$ cat config.mk
export PLATFORM = sky130hd
export DESIGN_NAME = mem_wb_stage_flat
export DESIGN_NICKNAME = d
export VERILOG_FILES = /design/src/rtl/mem_wb_stage_if.sv /design/src/rtl/mem_wb_stage.sv /design/src/flat_wrapper.sv
export SDC_FILE = /design/constraint.sdc
export NUM_CORES = 1
export LEC_CHECK = 0
export CORE_AREA = 10 10 149 151
export DETAILED_ROUTE_END_ITERATION = 7
export DIE_AREA = 0 0 159 161
export GPL_ROUTABILITY_DRIVEN = 0
export PLACE_DENSITY = 0.82
export SLEW_MARGIN = 20
export SYNTH_ARGS = -nofsm -noshare
export SYNTH_HDL_FRONTEND = slang
export SYNTH_SLANG_ARGS = --single-unit
$ cat constraint.sdc
create_clock -name clk -period 3.1 [get_ports clk]
set_input_delay 0.31 -clock clk [delete_from_list [all_inputs] [get_ports clk]]
set_output_delay 0.31 -clock clk [all_outputs]
set_load 0.01 [all_outputs]
$ cat src/rtl/mem_wb_stage_if.sv
// Data-memory request/acknowledge handshake between the MEM stage (master)
// and the data memory (slave).
interface mem_wb_stage_if;
  logic        dm_req;
  logic        dm_we;
  logic [31:0] dm_addr;
  logic [31:0] dm_wdata;
  logic [31:0] dm_rdata;
  logic        dm_ack;

  modport master (
    output dm_req, dm_we, dm_addr, dm_wdata,
    input  dm_rdata, dm_ack
  );

  modport slave (
    input  dm_req, dm_we, dm_addr, dm_wdata,
    output dm_rdata, dm_ack
  );
endinterface

$ cat src/rtl/mem_wb_stage.sv
// MEM stage with MEM/WB pipeline register: runs one data-memory access at a time
// and stalls upstream until it completes. Define MEMWB_TIMEOUT_EN for the access timeout.
module mem_wb_stage #(
  parameter int TIMEOUT = 15,
  parameter int TCW     = 4
) (
  input  logic         clk,
  input  logic         rst,
  input  logic [31:0]  em_alu,
  input  logic [31:0]  em_wdata,
  input  logic [31:0]  em_shifter,
  input  logic [63:0]  em_multi,
  input  logic [4:0]   em_wn,
  input  logic         em_regwrite,
  input  logic         em_memtoreg,
  input  logic         em_memread,
  input  logic         em_memwrite,
  input  logic         em_shiftctl,
  mem_wb_stage_if.master dm,
  output logic         en_reg,
  output logic         wb_regwrite,
  output logic         wb_memtoreg,
  output logic [31:0]  wb_rdata,
  output logic [31:0]  wb_aluout,
  output logic [63:0]  wb_multi,
  output logic [4:0]   wb_wn,
  output logic         mem_err
);

  typedef enum logic [0:0] {IDLE = 1'b0, BUSY = 1'b1} state_e;

  state_e      state_q;
  logic        dm_req_q;
  logic        dm_we_q;
  logic [31:0] dm_addr_q;
  logic [31:0] dm_wdata_q;
  logic        wb_regwrite_q;
  logic        wb_memtoreg_q;
  logic [31:0] wb_rdata_q;
  logic [31:0] wb_aluout_q;
  logic [63:0] wb_multi_q;
  logic [4:0]  wb_wn_q;

  logic        mop;
  logic        tmo;
  logic        stall;
  logic [31:0] aluout_d;

  assign mop      = em_memread | em_memwrite;
  assign aluout_d = em_shiftctl ? em_shifter : em_alu;

`ifdef MEMWB_TIMEOUT_EN
  logic [TCW-1:0] cnt_q;
  logic           mem_err_q;
  // An ack in the final allowed cycle takes priority over the timeout.
  assign tmo     = (state_q == BUSY) & ~dm.dm_ack & (cnt_q == TCW'(TIMEOUT - 1));
  assign mem_err = mem_err_q;
`else
  logic [TCW-1:0] unused_timeout;
  assign unused_timeout = TCW'(TIMEOUT);
  assign tmo            = 1'b0;
  assign mem_err        = 1'b0;
`endif

  // Upstream stall: a new access costs the IDLE cycle, then every BUSY cycle until ack/timeout.
  always_comb begin
    stall = 1'b0;
    case (state_q)
      IDLE:    stall = mop;
      BUSY:    stall = ~(dm.dm_ack | tmo);
      default: stall = 1'b0;
    endcase
  end

  assign en_reg = ~stall;

  // Access FSM, memory request registers and MEM/WB register.
  always_ff @(posedge clk) begin
    if (rst) begin
      state_q       <= IDLE;
      dm_req_q      <= 1'b0;
      dm_we_q       <= 1'b0;
      dm_addr_q     <= 32'h0;
      dm_wdata_q    <= 32'h0;
      wb_regwrite_q <= 1'b0;
      wb_memtoreg_q <= 1'b0;
      wb_rdata_q    <= 32'h0;
      wb_aluout_q   <= 32'h0;
      wb_multi_q    <= 64'h0;
      wb_wn_q       <= 5'd0;
`ifdef MEMWB_TIMEOUT_EN
      cnt_q         <= {TCW{1'b0}};
      mem_err_q     <= 1'b0;
`endif
    end else begin
      case (state_q)
        IDLE: begin
          if (mop) begin
            state_q       <= BUSY;
            dm_req_q      <= 1'b1;
            dm_we_q       <= em_memwrite;
            dm_addr_q     <= em_alu;
            dm_wdata_q    <= em_wdata;
            wb_regwrite_q <= 1'b0;
            wb_memtoreg_q <= 1'b0;
`ifdef MEMWB_TIMEOUT_EN
            cnt_q         <= {TCW{1'b0}};
`endif
          end else begin
            wb_regwrite_q <= em_regwrite;
            wb_memtoreg_q <= em_memtoreg;
            wb_rdata_q    <= 32'h0;
            wb_aluout_q   <= aluout_d;
            wb_multi_q    <= em_multi;
            wb_wn_q       <= em_wn;
          end
        end
        BUSY: begin
          if (dm.dm_ack) begin
            state_q       <= IDLE;
            dm_req_q      <= 1'b0;
            wb_regwrite_q <= em_regwrite;
            wb_memtoreg_q <= em_memtoreg;
            wb_rdata_q    <= dm_we_q ? 32'h0 : dm.dm_rdata;
            wb_aluout_q   <= aluout_d;
            wb_multi_q    <= em_multi;
            wb_wn_q       <= em_wn;
          end else if (tmo) begin
            state_q       <= IDLE;
            dm_req_q      <= 1'b0;
            wb_regwrite_q <= 1'b0;
            wb_memtoreg_q <= 1'b0;
`ifdef MEMWB_TIMEOUT_EN
            mem_err_q     <= 1'b1;
`endif
          end else begin
            wb_regwrite_q <= 1'b0;
            wb_memtoreg_q <= 1'b0;
`ifdef MEMWB_TIMEOUT_EN
            cnt_q         <= cnt_q + TCW'(1);
`endif
          end
        end
        default: begin
          state_q  <= IDLE;
          dm_req_q <= 1'b0;
        end
      endcase
    end
  end

  assign dm.dm_req   = dm_req_q;
  assign dm.dm_we    = dm_we_q;
  assign dm.dm_addr  = dm_addr_q;
  assign dm.dm_wdata = dm_wdata_q;
  assign wb_regwrite = wb_regwrite_q;
  assign wb_memtoreg = wb_memtoreg_q;
  assign wb_rdata    = wb_rdata_q;
  assign wb_aluout   = wb_aluout_q;
  assign wb_multi    = wb_multi_q;
  assign wb_wn       = wb_wn_q;

endmodule

$ cat src/flat_wrapper.sv
// flat-port wrapper written by rule: the top's interface ports become plain ports
module mem_wb_stage_flat 
#(
  parameter int TIMEOUT = 15,
  parameter int TCW     = 4
)
  (clk, rst, em_alu, em_wdata, em_shifter, em_multi, em_wn, em_regwrite, em_memtoreg, em_memread, em_memwrite, em_shiftctl, en_reg, wb_regwrite, wb_memtoreg, wb_rdata, wb_aluout, wb_multi, wb_wn, mem_err, dm_dm_req, dm_dm_we, dm_dm_addr, dm_dm_wdata, dm_dm_rdata, dm_dm_ack);
  mem_wb_stage_if dm_i ();
  input  logic clk;
  input  logic rst;
  input  logic [31:0] em_alu;
  input  logic [31:0] em_wdata;
  input  logic [31:0] em_shifter;
  input  logic [63:0] em_multi;
  input  logic [4:0] em_wn;
  input  logic em_regwrite;
  input  logic em_memtoreg;
  input  logic em_memread;
  input  logic em_memwrite;
  input  logic em_shiftctl;
  output logic en_reg;
  output logic wb_regwrite;
  output logic wb_memtoreg;
  output logic [31:0] wb_rdata;
  output logic [31:0] wb_aluout;
  output logic [63:0] wb_multi;
  output logic [4:0] wb_wn;
  output logic mem_err;
  output wire logic [$bits(dm_i.dm_req)-1:0] dm_dm_req;
  output wire logic [$bits(dm_i.dm_we)-1:0] dm_dm_we;
  output wire logic [$bits(dm_i.dm_addr)-1:0] dm_dm_addr;
  output wire logic [$bits(dm_i.dm_wdata)-1:0] dm_dm_wdata;
  input wire logic [$bits(dm_i.dm_rdata)-1:0] dm_dm_rdata;
  input wire logic [$bits(dm_i.dm_ack)-1:0] dm_dm_ack;
  assign dm_dm_req = dm_i.dm_req;
  assign dm_dm_we = dm_i.dm_we;
  assign dm_dm_addr = dm_i.dm_addr;
  assign dm_dm_wdata = dm_i.dm_wdata;
  assign dm_i.dm_rdata = dm_dm_rdata;
  assign dm_i.dm_ack = dm_dm_ack;
  mem_wb_stage #(.TIMEOUT(TIMEOUT), .TCW(TCW)) u_core (.clk(clk), .rst(rst), .em_alu(em_alu), .em_wdata(em_wdata), .em_shifter(em_shifter), .em_multi(em_multi), .em_wn(em_wn), .em_regwrite(em_regwrite), .em_memtoreg(em_memtoreg), .em_memread(em_memread), .em_memwrite(em_memwrite), .em_shiftctl(em_shiftctl), .dm(dm_i), .en_reg(en_reg), .wb_regwrite(wb_regwrite), .wb_memtoreg(wb_memtoreg), .wb_rdata(wb_rdata), .wb_aluout(wb_aluout), .wb_multi(wb_multi), .wb_wn(wb_wn), .mem_err(mem_err));
endmodule
# Yosys cells after proc, flatten, opt, wreduce, memory -nomap -nowiden
# Cells that the tools add are included.
[totals] reg_bits=202 in_bits=205 out_inout_bits=203
[op_classes] n_eq_ne=3 n_mux=27 n_bitwise=4 reduce_logical=3
[ops] operator="32-bit two-way mux" n=6
[ops] operator="64-bit two-way mux" n=2
[ops] operator="32-bit one-hot mux with 2 select lines" n=2
[ops] operator="64-bit one-hot mux with 2 select lines" n=1
[ops] operator="5-bit two-way mux" n=2
[ops] operator="1-bit one-hot mux with 2 select lines" n=5
[ops] operator="5-bit one-hot mux with 2 select lines" n=1
[ops] operator="1-bit two-way mux" n=8
[ops] operator="2-bit AND reduction" n=3
[ops] operator="2-bit != test (second input constant)" n=2
[ops] operator="1-bit NOT" n=3
[ops] operator="2-bit by 1-bit != test with 1-bit output (second input constant)" n=1
[ops] operator="1-bit bitwise OR" n=1

# Depth between registers and ports, before layout
# Gate-level depths: netlist of the first run.
[depth] word_depth=3 mapped_depth=6 mapped_depth_nobuf=4

# Least setup slack after synthesis of the first run
# Ideal clock, no wire load.
[synth_path] kind="register to output" start="reg u_core.state_q" end="out en_reg" arrival_ps=1089 required_time_ps=2790 path_slack_ps=1701 path_stages_with_launch=6 path_cell_list="dfxtp_1 > and2_1 > buf_4 > nor2_2 > inv_2 > buf_6"
[synth_between] elab_chain_len=3
[synth_rtl] element="start: declaration" line_no="mem_wb_stage.sv:32" source="state_e state_q;"
[synth_rtl] element="start signal: assignment" line_no="mem_wb_stage.sv:80" source="state_q <= IDLE;"
[synth_rtl] element="start signal: assignment" line_no="mem_wb_stage.sv:99" source="state_q <= BUSY;"
[synth_rtl] element="start signal: assignment" line_no="mem_wb_stage.sv:120" source="state_q <= IDLE;"
[synth_rtl] element="1-bit NOT (no line)"
[synth_rtl] element="1-bit one-hot mux with 2 select lines *" line_no="mem_wb_stage.sv:68" source="case (state_q)"
[synth_rtl] element="1-bit NOT *" line_no="mem_wb_stage.sv:75" source="assign en_reg = ~stall;"
[synth_rtl] element="end: declaration" line_no="flat_wrapper.sv:21" source="output logic en_reg;"
# Every way passes the cells marked *; elsewhere a longest branch is shown, timed or not.

# Worst setup path in the final report of the first run
[layout_path] start="in em_memwrite" end="out en_reg"
[layout_between] elab_chain_len=3
[layout_rtl] element="start: declaration" line_no="flat_wrapper.sv:19" source="input logic em_memwrite;"
[layout_rtl] element="1-bit bitwise OR" line_no="mem_wb_stage.sv:49" source="assign mop = em_memread | em_memwrite;"
[layout_rtl] element="1-bit one-hot mux with 2 select lines" line_no="mem_wb_stage.sv:68"
[layout_rtl] element="1-bit NOT" line_no="mem_wb_stage.sv:75"
# Every way passes these cells.

==> reports/metrics.yaml, run 1 <==
outcome: "finished clean"
vias: 7622
cpMostUsedCell: "clkdlybuf4s50_1"
worstPathCellList: "clkdlybuf4s50_1 -> nor3_4 -> nor2_2 -> inv_2 -> clkdlybuf4s50_1"
worstPathRequired_ns: 2.79
layout.nets: 1394
clkSlewWorstSetupHoldPaths_ns: 0.07
dr.pass1.iters: 5
grt-ovfl-total: 0
synth_edf_count: 0
hold_buffers: 0
grt_util_all_layers_pct: 21.6
hold_violations: 0
dp_cells: 1430
yosys-top-cells-area: "dfxtp_1, a21oi_1, nand3b_1"
die_w_um: 159
rows: 51
synth_top_family_by_area: "compound AO/OA/AOI/OAI gates"
place_ws_ns: 0.807
period_share_pct: 72.7
grt_max_degree: 102
rsz0062_at_grt: "false"
grt_pass1_vias: 7882
wl_per_cell_um: 20.3
synthSimpleGateAreaFrac_pct: 16.1
cts_root_buffer: "clkbuf_16"
worst-path-max-fanout: 4
antenna_found_initial: 4
fillers: 1527
clkPwrFrac_pct: 40.9
remaining_drc_errors: 0
sequentialPowerShare_pct: 40.7
fp.coreArea_um2: 19200
timing.slew.headroom_pct: 31.3
slowest_delay_ns: 0.61
grt_pass1_wl_um: 45300
endpoint_kind: "output pin"
ys_types: 25
syn_area_per_cell_um2: 9.32
synth_top_cell_by_area: "dfxtp_1"
ioPinCount: 408
die_area_um2: 25600
swShare_pct: 24.7
cp_num_buf_inv: 3
viasPerCell: 5.17
yosys_warnings: 0
synthToLayoutAreaGrowth_pct: 64.4
leakage_uw: 0.00459
synthAdderAreaFrac_pct: 0
worst_path_max_delay_cell: "clkdlybuf4s50_1"
initial_core_util_pct: 40.2
ys_async_sr_fraction_pct: 0
ys.flop_type: "dfxtp_1"
synth_area_um2: 7720
drt_iter0_drc: 337
ys_seq_elements: 202
htreeDepth: 1
cp.arrival_ns: 1.94
clock_path_buffers: 3
fin_setup_tns_ns: 0
p_per_area_nw_per_um2: 557
period_needed_ns: 2.25
wl_um: 30000
numCtsBuffers: 22
netlist.area_leader.share_pct: 52.4
synthTopCellsByCount: "dfxtp_1, a21oi_1, nand2_1"
synth.area.mux_share_pct: 4.28
ys_seq_area_share_pct: 52.4
syn_inst: 828
synth_most_common_cell: "dfxtp_1"
p_sw_uw: 1750
p_comb_share_pct: 18.4
layout.cells.non_filler: 1474
max_freq_mhz: 443
synthXorXnorAreaFrac_pct: 0
cp_top_family: "buffers and inverters"
cts_sinks: 202
ant_nets: 0
maxSlewViolCount: 0
ir_worst_vdd_mv: 0.398
clkLatencyLatePin_ns: 0.49
cap_violations: 0
path_class: "input port to output pin"
fin_util_pct: 66.1
p_int_uw: 5320
portBuffers: 406
startpoint_type: "input port"
die_h_um: 161
cts_tree: "built"
drive_gt1_share_pct: 7.88
fin_skew_ns: 0.00884
setup_viol: 0
holdCritPathClass: "input port to register"
synth-compound-area-share_pct: 22.2
syn-num-nets: 1033
postCtsSetupBuffers: 0
tightest_slew_ns: 1.03
setup_ws_ns: 0.845
cts-resized-gates: 0
dp.final_hpwl_um: 21700
metal layers:
metal  wire, um  up-vias  global-route usage (%)  part of all wire (%)
li1           -     3641                       -                     -
met1      11400     3616                    23.6                    38
met2      15000      300                    37.7                    50
met3       2600       65                    7.93                   8.7
met4       1020        0                    8.13                   3.4
met5          0        -                       0                     0
final timing paths:
check                           endpoint              startpoint  slack (ns)  cells after the start
setup reg to reg      u_core.wb_multi[6]          u_core.state_q        1.30                      4
hold / removal    u_core.dm.dm_wdata[29]                     rst        0.30                      2
setup / recovery                  en_reg             em_memwrite        0.85                      5
hold reg to reg   u_core.dm.dm_wdata[31]  u_core.dm.dm_wdata[31]        0.45                      2
power by group through the flow:
stage	Clock [uW]	Combinational, uW	Sequential [uW]
2_1_floorplan	0	463	3000
3_3_place_gp	0	1280	2920
3_5_place_dp	0	1300	2930
4_1_cts	2960	1310	2870
5_1_grt	3060	1390	2890
6_report	2890	1300	2870
layout by cell type (no fill, tap or decap), types with 4 or more instances in the layout:
cell / Yosys / routed
clkdlybuf4s50_1: 0 / 404
dfxtp_1: 202 / 202
a21oi_1: 134 / 134
nand2_1: 129 / 128
nand3b_1: 69 / 69
o21ai_0: 69 / 69
mux2i_1: 33 / 33
nor3_1: 32 / 32
a22o_1: 32 / 32
a211oi_2: 31 / 31
clkbuf_16: 0 / 23
buf_4: 7 / 13
clkbuf_8: 0 / 6
diode_2: 0 / 4
bufinv_16: 0 / 4
registers in the layout (all words and copies together) (netlist names):
register,flops
u_core.wb_regwrite,1
u_core.dm.dm_we,1
u_core.dm.dm_req,1
u_core.wb_aluout,32
u_core.dm.dm_addr,32
u_core.state_q,1
u_core.wb_wn,5
u_core.wb_memtoreg,1
u_core.wb_rdata,32
u_core.wb_multi,64
u_core.dm.dm_wdata,32
area by class of cell:
| cell class | count | area [um^2] | area share, % |
|---|---|---|---|
| clock inverter | 10 | 159 | 1.25 |
| inverter | 1 | 3.75 | 0.0296 |
| multi-input combinational | 542 | 3310 | 26.1 |
| clock buffer | 30 | 662 | 5.22 |
| tap | 265 | 332 | 2.61 |
| timing repair buffer | 420 | 4170 | 32.9 |
| sequential | 202 | 4040 | 31.9 |
| antenna | 4 | 10.0 | 0.0789 |
cell families after synthesis:
| group | after synthesis |
|---|---|
| AO/OA/AOI/OAI | 269 |
| flip-flops | 202 |
| other | 1 |
| multiplexers | 33 |
| AND/OR/NAND/NOR | 239 |
| buffers and inverters | 84 |
per-stage QoR:
stage	instance area (um^2)	power, uW	hold WS (ns)
6_report	12700	7060	0.299
5_1_grt	12700	7350	0.320
4_1_cts	12700	7140	0.282
3_5_place_dp	11900	4230	0.445
3_3_place_gp	11800	4200	0.441
2_1_floorplan	7720	3470	0.443
Power figures use the tool's default switching activity.
==> inputs of run 2 (changes only) <==
- CORE_AREA: 10 10 149 151 -> not set
- CORE_MARGIN: not set -> 10
- CORE_UTILIZATION: not set -> 39
- DIE_AREA: 0 0 159 161 -> not set
- PLACE_DENSITY: 0.82 -> 0.8
- clock period: 3.1 -> 2.3 ns (I/O delays scaled with it)
==> run 2 against run 1 <==
Compared with the run above: largest power group is now registers; sequential power is 35% higher; setup slack worse by 0.68 ns; wire length is 0.88% lower; combinational power is 37% higher; critical endpoint unchanged; die area is 0.83% higher; cell area is 0.22% higher; sequential share of layout area is 0.069 points lower; global-route usage is 0.11 points lower.
==> reports/metrics.yaml, run 2 (same netlist as run 1, synthesis figures left out) <==
hold_path_end: "u_core.dm.dm_wdata[26]"
viasPerCell: 5.13  # -0.70%
period_needed_ns: 2.14
fin_skew_ns: 0.00917  # +0.000325 ns
cts-resized-gates: 0  # unchanged
worstRegToRegCells: 4  # unchanged
leakage_uw: 0.00462  # +0.48%
grt_pass1_vias: 7687  # -2.5%
reg2reg_slack_ns: 0.67  # -0.63 ns
clock_path_buffers: 3  # unchanged
initial_core_util_pct: 39.6  # -0.53 points
final_common_cell: "clkdlybuf4s50_1"
dp_cells: 1433  # +0.21%
wl_um: 29700  # -0.88%
p_per_area_nw_per_um2: 725  # +30%
outcome: "finished clean"
drive_gt1_share_pct: 7.93  # +0.050 points
r2r-start: "u_core.state_q"
grt_pass1_wl_um: 45000  # -0.82%
numCtsBuffers: 22  # unchanged
slowest_delay_ns: 0.56  # -0.05 ns
grt_util_all_layers_pct: 21.5  # -0.11 points
synthToLayoutAreaGrowth_pct: 64.8
crit_start: "u_core.state_q"
portBuffers: 406  # unchanged
setup_viol: 0  # unchanged
clkSlewWorstSetupHoldPaths_ns: 0.06  # about the same
fp.coreArea_um2: 19500  # +1.3%
r2r_end: "u_core.wb_multi[18]"
wl_per_cell_um: 20.1  # -1.0%
maxSlewViolCount: 0  # unchanged
cts_root_buffer: "clkbuf_16"
cp_top_family: "buffers and inverters"
startpoint_type: "register"
fin_util_pct: 65.3  # -0.72 points
fin_setup_tns_ns: 0  # unchanged
dp.final_hpwl_um: 21600  # -0.37%
ir_worst_vdd_mv: 0.477  # +20%
cts_tree: "built"
worstPathRequired_ns: 2.07  # -0.72 ns
vias: 7579  # -0.56%
max_freq_mhz: 468
period_share_pct: 92.9
htreeDepth: 1  # unchanged
grt-ovfl-total: 0  # unchanged
path_class: "register to output pin"
layout.nets: 1401  # +0.50%
cts_sinks: 202  # unchanged
cap_violations: 0  # unchanged
die_area_um2: 25800  # +0.83%
largest_reg_flops: 64  # unchanged
dr.pass1.iters: 5  # unchanged
clkLatencyLatePin_ns: 0.50  # about the same
grt_max_degree: 129  # +26%
cp_num_buf_inv: 2  # -1
hold_violations: 0  # unchanged
ant_nets: 0  # unchanged
cp.arrival_ns: 1.91  # -0.03 ns
endpoint_kind: "output pin"
worstPathCellList: "and2_4 -> nor2_2 -> inv_2 -> clkdlybuf4s50_1"
antenna_found_initial: 1  # -3
drt_iter0_drc: 496  # +47%
worst-path-max-fanout: 5  # +1
ioPinCount: 408  # unchanged
die_h_um: 161  # -0.21%
rows: 51  # unchanged
remaining_drc_errors: 0  # unchanged
holdPathStages: 3  # +1
fillers: 1590  # +4.1%
rsz0062_at_grt: "false"
timing.slew.headroom_pct: 36.5  # +5.2 points
tightest_slew_ns: 0.953  # -0.0782 ns
die_w_um: 161  # +1.0%
worst_path_max_delay_cell: "clkdlybuf4s50_1"
min_from: "em_wdata[26]"
layout.cells.non_filler: 1476  # +0.14%
power.total_uw: 9210  # +30%
holdCritPathClass: "input port to register"
most-common-layout-cells: "clkdlybuf4s50_1, dfxtp_1, a21oi_1"
-- run 2: cell count changes in the layout (fill, tap and decap cells not counted) --
cell / change
diode_2: -3
buf_4: +1
inv_6: -1
buf_16: +1
clkinv_2: +2
bufinv_16: -2
dlygate4sd3_1: +1
clkinvlp_4: -2
clkbuf_8: -2
clkbuf_1: +3
buf_12: +4
-- run 2: repair_timing --
item,4_1_cts,5_1_grt
hold buffers,1,0
setup endpoints to repair,0,1
buffers inserted,0,2
endpoints found under the hold margin,1,0
-- run 2: worst max-delay path by stage --
stage / to / slack (ns) / cells after the start
6_report: en_reg / 0.16 / 4
3_3_place_gp: u_core.wb_rdata[13] / 0.14 / 4
3_5_place_dp: en_reg / 0.21 / 5
5_1_grt: en_reg / 0.06 / 4
2_1_floorplan: u_core.wb_aluout[10] / 0.96 / 6
4_1_cts: en_reg / 0.02 / 4
-- run 2: area by class of cell --
class	instances	area (um^2)	share of cell area, %
Antenna cell	1	2.50	0.0197
Clock buffer	31	646	5.08
Clock inverter	7	85.1	0.669
Inverter	1	3.75	0.0295
Multi-Input combinational cell	542	3310	26.0
Sequential cell	202	4040	31.8
Tap cell	265	332	2.61
Timing Repair Buffer	427	4300	33.8
-- run 2: where the power goes --
group | total, uW | internal [uW] | switching (uW)
registers | 3870 | 3740 | 129
clock network | 3570 | 2170 | 1400
logic | 1780 | 980 | 795
-- run 2: layer usage --
layer,vias to the layer above,wire (um),track usage (%)
met2,309,14700,37.4
met1,3556,11200,23.3
met5,-,0,0
met3,64,2730,7.69
met4,0,1080,8.60
li1,3650,-,-
-- run 2: tightest hold or removal path, delay by kind of cell --
kind,cells,cell delay (ns)
and+or+nand+nor,1,0.05
buffers and inverters,1,0.39
AOI/OAI and AO/OA,1,0.05
-- run 2: metrics by stage --
step                      setup slack, ns  cell area [um^2]  hold WS (ns)
after floorplan                     0.957              7720         0.363
after global placement              0.138             11900         0.440
after detailed placement            0.212             11900         0.446
after CTS                          0.0196             12700         0.251
after global routing               0.0553             12700         0.254
final                               0.163             12700         0.272
